===== src/rtl/fifo_arb_pkg.sv =====
// Shared types and helpers for the FIFO push arbiter.
//   state_t : flush sequencing states (RUN, FLUSH, SETTLE)
//   rr_next : modulo-m increment of a requester index
package fifo_arb_pkg;

    typedef enum logic [1:0] {
        RUN    = 2'd0,
        FLUSH  = 2'd1,
        SETTLE = 2'd2
    } state_t;

    // Explicit wrap instead of '%' so non-power-of-2 counts stay cheap.
    function automatic int unsigned rr_next(input int unsigned idx, input int unsigned m);
        return (idx >= m - 1) ? 0 : idx + 1;
    endfunction

endpackage


===== src/rtl/rr_arb.sv =====
// M-way round-robin priority picker (combinational, no state).
//   req     : request vector
//   en      : global enable; when low no grant is issued
//   ptr     : highest-priority index for this cycle
//   gnt     : one-hot (or zero) grant
//   gnt_idx : index of the granted requester (0 when none)
//   any     : a grant was issued
module rr_arb #(
    parameter int M  = 4,
    parameter int PW = (M > 1) ? $clog2(M) : 1
) (
    input  logic [M-1:0]  req,
    input  logic          en,
    input  logic [PW-1:0] ptr,
    output logic [M-1:0]  gnt,
    output logic [PW-1:0] gnt_idx,
    output logic          any
);

    always_comb begin
        int unsigned pos;
        logic [PW-1:0] sel;
        gnt     = '0;
        gnt_idx = '0;
        any     = 1'b0;
        pos     = 0;
        sel     = '0;
        // Scan ptr, ptr+1, ... with manual wrap; first hit wins.
        for (int unsigned off = 0; off < M; off++) begin
            pos = 32'(ptr) + off;
            if (pos >= M) pos = pos - M;
            sel = PW'(pos);
            if (en && !any && req[sel]) begin
                gnt[sel] = 1'b1;
                gnt_idx  = sel;
                any      = 1'b1;
            end
        end
    end

endmodule


===== src/rtl/fifo_push_arb.sv =====
// Round-robin push arbiter and pop/flush sequencer for one shared FIFO.
//   req/req_data          : M push requesters, data flattened W bits each
//   gnt                   : combinational one-hot grant (data taken this cycle)
//   fifo_push/_data       : FIFO push side
//   fifo_pop/_pop_data    : FIFO pop side
//   fifo_flush            : one-cycle flush strobe
//   fifo_empty_r/_full_r  : registered FIFO status
//   out_valid/data/accept : consumer valid/accept interface
//   flush_req             : flush request (pulse or level)
//   busy                  : flush sequence in progress
module fifo_push_arb
    import fifo_arb_pkg::*;
#(
    parameter int M = 4,
    parameter int W = 32
) (
    input  logic           clk,
    input  logic           rst,
    input  logic [M-1:0]   req,
    input  logic [M*W-1:0] req_data,
    output logic [M-1:0]   gnt,
    output logic           fifo_push,
    output logic [W-1:0]   fifo_push_data,
    output logic           fifo_pop,
    input  logic [W-1:0]   fifo_pop_data,
    output logic           fifo_flush,
    input  logic           fifo_empty_r,
    input  logic           fifo_full_r,
    output logic           out_valid,
    output logic [W-1:0]   out_data,
    input  logic           out_accept,
    input  logic           flush_req,
    output logic           busy
);

    localparam int PW = (M > 1) ? $clog2(M) : 1;

    if (M < 2) begin : g_bad_m
        $error("fifo_push_arb: M must be >= 2");
    end

    state_t        state;
    logic [PW-1:0] rr_ptr;
    logic          arb_en;
    logic          any;
    logic [PW-1:0] gnt_idx;
    logic [W-1:0]  words [M];

    // Reset forces every control output low in the same cycle.
    assign arb_en = !rst && (state == RUN) && !flush_req && !fifo_full_r;

    rr_arb #(.M(M), .PW(PW)) u_rr_arb (
        .req     (req),
        .en      (arb_en),
        .ptr     (rr_ptr),
        .gnt     (gnt),
        .gnt_idx (gnt_idx),
        .any     (any)
    );

    always_comb begin
        for (int unsigned i = 0; i < M; i++) begin
            words[i] = req_data[i*W +: W];
        end
    end

    assign fifo_push      = any;
    assign fifo_push_data = words[gnt_idx];

    assign out_valid  = !rst && (state == RUN) && !flush_req && !fifo_empty_r;
    assign fifo_pop   = out_valid && out_accept;
    assign out_data   = fifo_pop_data;
    assign fifo_flush = !rst && (state == FLUSH);
    assign busy       = !rst && (state != RUN);

    always_ff @(posedge clk) begin
        if (rst) begin
            state  <= RUN;
            rr_ptr <= '0;
        end else begin
            if (any) rr_ptr <= PW'(rr_next(32'(gnt_idx), M));
            case (state)
                RUN:     if (flush_req) state <= FLUSH;
                FLUSH:   state <= SETTLE;
                SETTLE:  state <= RUN;
                default: state <= RUN;
            endcase
        end
    end

    a_gnt_onehot:   assert property (@(posedge clk) disable iff (rst) $onehot0(gnt));
    a_no_push_full: assert property (@(posedge clk) disable iff (rst) !(fifo_push && fifo_full_r));
    a_no_pop_empty: assert property (@(posedge clk) disable iff (rst) !(fifo_pop && fifo_empty_r));
    a_flush_quiet:  assert property (@(posedge clk) disable iff (rst) fifo_flush |-> (!fifo_push && !fifo_pop));

endmodule


===== config.mk =====
export PLATFORM = sky130hd
export DESIGN_NAME = fifo_push_arb
export DESIGN_NICKNAME = d
export VERILOG_FILES = /design/src/rtl/fifo_arb_pkg.sv /design/src/rtl/rr_arb.sv /design/src/rtl/fifo_push_arb.sv
export SDC_FILE = /design/constraint.sdc
export NUM_CORES = 1
export LEC_CHECK = 0
export CORE_AREA = 2 2 94 96
export CTS_CLUSTER_SIZE = 28
export DETAILED_ROUTE_END_ITERATION = 8
export DIE_AREA = 0 0 96 98
export MAX_ROUTING_LAYER = met4
export PLACE_DENSITY = 0.76
export SLEW_MARGIN = 25
export SYNTH_ARGS = -nofsm -noshare
export SYNTH_HDL_FRONTEND = slang
export SYNTH_SLANG_ARGS = --single-unit

===== constraint.sdc =====
create_clock -name clk -period 9.6 [get_ports clk]
set_input_delay 2.88 -clock clk [delete_from_list [all_inputs] [get_ports clk]]
set_output_delay 2.88 -clock clk [all_outputs]
set_load 0.05 [all_outputs]

== Yosys cells after proc, flatten, opt, wreduce, memory -nomap -nowiden ==
Cells that the tools add are included.
Storage, ports and cells
  ROM bits: 0
  bits in latches: 0
  word-level logic and storage cells: 95
  register bits: 4
  bits in writable memories: 0
  memories: 0
  bits of input ports: 170
  output and inout bits: 73
Cells by class
  shift operators: 0
  add/subtract/negate cells: 8
  magnitude comparators: 14
  reduce and logical (&&, ||, !) cells: 27
  bitwise gates (word level): 4
  $mul: 0
  multiplexer cells: 38
  equal/unequal tests: 2
  div/mod/pow operators: 0
Operator list (number)
  $bmux W32 S2: 1
  $mux W32: 2
  $mux W2: 10
  $logic_and A1 B1 Y1: 18
  $mux W4: 4
  $ge A3 B3 Y1 const B: 4
  $lt A2 B3 Y1 const B: 4
  $mux W1: 12
  $or A4 B4 Y4: 3
  $bmux W1 S2: 4
  $demux W1 S2: 4
  $ge A2 B1 Y1 const B: 4
  $sub A2 B1 Y2 const B: 4
  $logic_not A1 Y1: 7
  $add A2 B2 Y3 const B: 2
  $pmux W2 S2: 1
  $add A2 B1 Y3 const B: 1
  $ge A2 B3 Y1 const B: 1
  $not A2 Y3: 1
  $add A2 B1 Y2 const B: 1
  $eq A2 B1 Y1 const B: 1
  $ge A2 B2 Y1 const B: 1
  $logic_not A2 Y1: 1
  $ne A2 B2 Y1 const B: 1
  $reduce_bool A2 Y1: 1

== Longest topological paths before layout ==
  depth after elaboration: 22
  gate-level depth with buffers: 11
  gate-level depth less buffers: 8

== Modules after synthesis ==
From an unflattened synthesis, not the netlist that was laid out.
Unflattened totals
  cell total of the unflattened synthesis: 157
  area, all modules: 1791.7 um^2
Modules (own cells, without submodules)
  fifo_push_arb: cells each 90, area an instance 1213.7 um^2, times used 1, sequential area each 80.1 um^2
  rr_arb: cells each 67, area an instance 578.1 um^2, times used 1, sequential area each 0.0 um^2

== Worst setup path after synthesis ==
No wires, ideal clock.
  kind: input port to output port
  from: input rst
  to: output fifo_push_data[10]
  required time: 6.720 ns
  data arrival time: 5.619 ns
  buffers on the path: 2
  path slack: 1.101 ns
  cell stages on the path: 8
  path through: or4_1 or4_4 or3_1 o21ai_2 buf_6 buf_2 nand2_1 a22oi_1
On the way
  longest elaborated chain between the ends: 22
  elaborated cells on any way between the ends: 25
  those cells by class: 10 x mux; 1 x bitwise; 14 x reduce/logical
Ends and longest elaborated chain
  start, declared: line fifo_push_arb.sv:18  | input logic rst,
  $logic_not A1 Y1 *: line fifo_push_arb.sv:50  | assign arb_en = !rst && (state == RUN) && !flush_req && !fifo_full_r;
  $logic_and A1 B1 Y1 * (3 in series): line fifo_push_arb.sv:50
  $logic_and A1 B1 Y1: line rr_arb.sv:33  | if (en && !any && req[sel]) begin
  $mux W1: line rr_arb.sv:33
  $logic_not A1 Y1: line rr_arb.sv:33
  $logic_and A1 B1 Y1 (2 in series): line rr_arb.sv:33
  $mux W1: line rr_arb.sv:33
  $logic_not A1 Y1: line rr_arb.sv:33
  $logic_and A1 B1 Y1 (2 in series): line rr_arb.sv:33
  $mux W1: line rr_arb.sv:33
  $logic_not A1 Y1: line rr_arb.sv:33
  $logic_and A1 B1 Y1 (2 in series): line rr_arb.sv:33
  $mux W2 *: line rr_arb.sv:33
  $not A2 Y3 (implied by the code) *: line fifo_push_arb.sv:68  | assign fifo_push_data = words[gnt_idx];
  $bmux W32 S2 *: line fifo_push_arb.sv:68
  $mux W32 (implied by the code) * (2 in series): line fifo_push_arb.sv:68
  end, declared: line fifo_push_arb.sv:23  | output logic [W-1:0] fifo_push_data,
Mark *: on every way between the ends. The rest lies on a longest branch, timed or not. The select of a mux whose other input is x is not followed.

== Worst setup path after layout ==
  from: input rst
  to: output fifo_push_data[2]
The elaborated chain is that of the path after synthesis.

==> impl_metrics.tcl <==
set metrics [dict create \
    die_area_sq_um 9410 \
    crit_type "in2out" \
    start_util_pct 20.8 \
    overflow 0 \
    cts_buffers 3 \
    cts_root_buffer "clkbuf_8" \
    clk_latency_ps 210 \
    gp_congestion 0.912 \
    cts_setup_buffers 0 \
    ioPinCount 243 \
    synthMostInstantiatedCell "mux2i_1" \
    synth_commonest_cells "mux2i_1, nand2_1, buf_4" \
    grt_pass1_wl_um 11000 \
    setup-violations-final 0 \
    nets 553 \
    port-buffer-count 178 \
    path_clk_slew_ps 30 \
    r2r_end "rr_ptr[1]" \
    place_inst 482 \
    synth-edff-count 0 \
    path_cells "clkdlybuf4s50_1 > or4_1 > or4_4 > or3_1 > o21ai_4 > mux2i_1 > mux2i_1 > clkdlybuf4s50_1" \
    yosysWarnings 0 \
    hold_viol_final 0 \
    yosysSeqAreaShare_pct 4.54 \
    status "completed" \
    synth_area_sq_um 1760 \
    syn_inst 240 \
    cp.required_ps 6720 \
    cp.arrival_ps 6150 \
    setup_tns_ps 0 \
    cap_violations 0 \
    synthArstFlopShare_pct 0 \
    cpPeakStageDelay_ps 810 \
    worstSetupPathDepth 8 \
    syn_area_per_cell_sq_um 7.35 \
    synthTopCellsByArea "mux2i_1, buf_4, a22oi_1, a21oi_1, nand2_1" \
    cp-end-kind "output pin" \
    drt-wirelength-per-cell_um 15.1 \
    tightestPinTransition_ps 577 \
    vias 2375 \
    clock_path_buffers 2 \
    slowest_stage "clkdlybuf4s50_1" \
    fp.coreArea_sq_um 8470 \
    hold_depth 1 \
    post-route-drc-count 0 \
    relSlewSlack_pct 61.6 \
    max_freq_mhz 111 \
    dp_hpwl_um 6130 \
    ctsHoldBuffers 0 \
    finalPower_mw 0.227 \
    start_kind "input port" \
    vdd_drop_max_v 0.0000306 \
    detail_route.iter0.violations 73 \
    fp.dieW_um 96 \
    slew_violations 0 \
    rr_worst_depth 9 \
    power.leakage_nw 1.21 \
    clock-sinks 4 \
    grt_max_degree 34 \
    grt_pass1_vias 2247 \
    yosys_most_used_dff "dfxtp_1" \
    synth_top_area_share_pct 22.7 \
    rsz0062_at_grt "no" \
    antenna_found_initial 0 \
    yosysUniqueCellTypes 35 \
    worstHoldPathType "reg2reg" \
    design_area_sq_um 3350 \
    area_delta_synth_final_pct 90.0 \
    htreeDepth 1 \
    firstDrtPassIters 4 \
    cts_resized 0 \
    endpoint "fifo_push_data[2]" \
    drive_gt1_share_pct 12.2 \
    avgViaCountPerCell 4.90 \
    ant_nets 0 \
    yosysTopAreaCell "mux2i_1" \
    critPathLaunch "rst" \
    die-height_um 98 \
    critPathTopFamily "simple AND/OR/NAND/NOR gates" \
    powerDensity_nw_per_um2 67.8 \
    rows 34 \
    grt_usage_pct 14.8 \
    cts_tree "done" \
    r2r-start "rr_ptr[0]" \
    worst-path-buf-inv 2 \
    min_period_over_period_pct 94.1 \
    dpl-instance-area_sq_um 3310 \
    critical_path.max_fanout 7 \
    wl_um 7340 \
    period_minus_slack_ps 9030 \
    synth-seq-cells 4 \
    num_antenna_cells 0 \
    skew_ps 1.07 \
    reg2reg_setup_slack_ps 6080 \
    syn_nets 414 \
    final_cell_count_no_fill 485 \
]
## layer usage
layer	track usage [%]	vias to the layer above	part of all wire [%]	routed length (um)
met5	-	-	0	0
met4	6.15	0	3.2	238
met3	1.93	36	7.8	576
met2	25.1	127	51	3740
met1	17.2	1080	38	2790
li1	-	1132	-	-
## worst min path at each step
stage	endpoint	slack, ps	start
finish	state[1]	510	state[1]
global route	state[1]	530	state[1]
global placement	state[0]	460	state[0]
floorplan	state[0]	440	state[0]
detailed placement	state[0]	500	state[0]
CTS	state[0]	510	state[0]
## layout make-up
| type | count | area [sq um] |
|---|---|---|
| fill | 856 | 5120 |
| timing repair buffer | 183 | 1760 |
| multi-input combinational | 184 | 1330 |
| tap | 108 | 135 |
| sequential | 4 | 80.1 |
| clock buffer | 3 | 41.3 |
| inverter | 3 | 11.3 |
## worst reg2reg max path, cell delays in order (launching register included)
cell and delay [ps]:
dfxtp_1 610, inv_1 180, ha_1 440, mux4_2 400, or4_4 520, or3_1 420
o21ai_4 140, buf_4 430, xnor2_1 180, a21oi_1 80
## registers in the layout (all words and copies together), names as in the netlist
| name | cells |
|---|---|
| rr_ptr | 2 |
| state | 2 |
## layout by cell type (no fill, tap or decap), drive strengths merged, types with 4 or more instances in the layout
cell type | synthesis | final
dfxtp | 4 | 4
nand2 | 38 | 38
mux2i | 40 | 40
buf | 43 | 35
a22oi | 28 | 28
mux4 | 4 | 4
nor2 | 9 | 9
ha | 4 | 4
clkdlybuf4s50 | 0 | 148
a222oi | 4 | 4
a21oi | 32 | 32
## where the power goes
group | switching (mW) | internal (mW) | total (mW)
Combinational | 0.0854 | 0.0870 | 0.172
Clock | 0.00851 | 0.0267 | 0.0352
Sequential | 0.00196 | 0.0177 | 0.0196
## logic make-up (layout without fill, tap and decap cells)
family,Yosys count,after routing,synth area share [%]
compound gates,72,72,26.6
simple gates,63,63,16.3
buf+inv,52,189,21.4
mux,44,44,27.8
fa+ha+maj,4,4,2.84
flops,4,4,4.54
xor+xnor,1,1,0.497
## through the flow
stage	hold slack [ps]	util (%)	setup WS [ps]
2_1_floorplan	439	-	1100
3_3_place_gp	463	39.1	601
3_5_place_dp	505	39.1	560
4_1_cts	508	39.6	549
5_1_grt	527	39.6	384
6_report	510	39.6	566
Power figures use the tool's default switching activity.
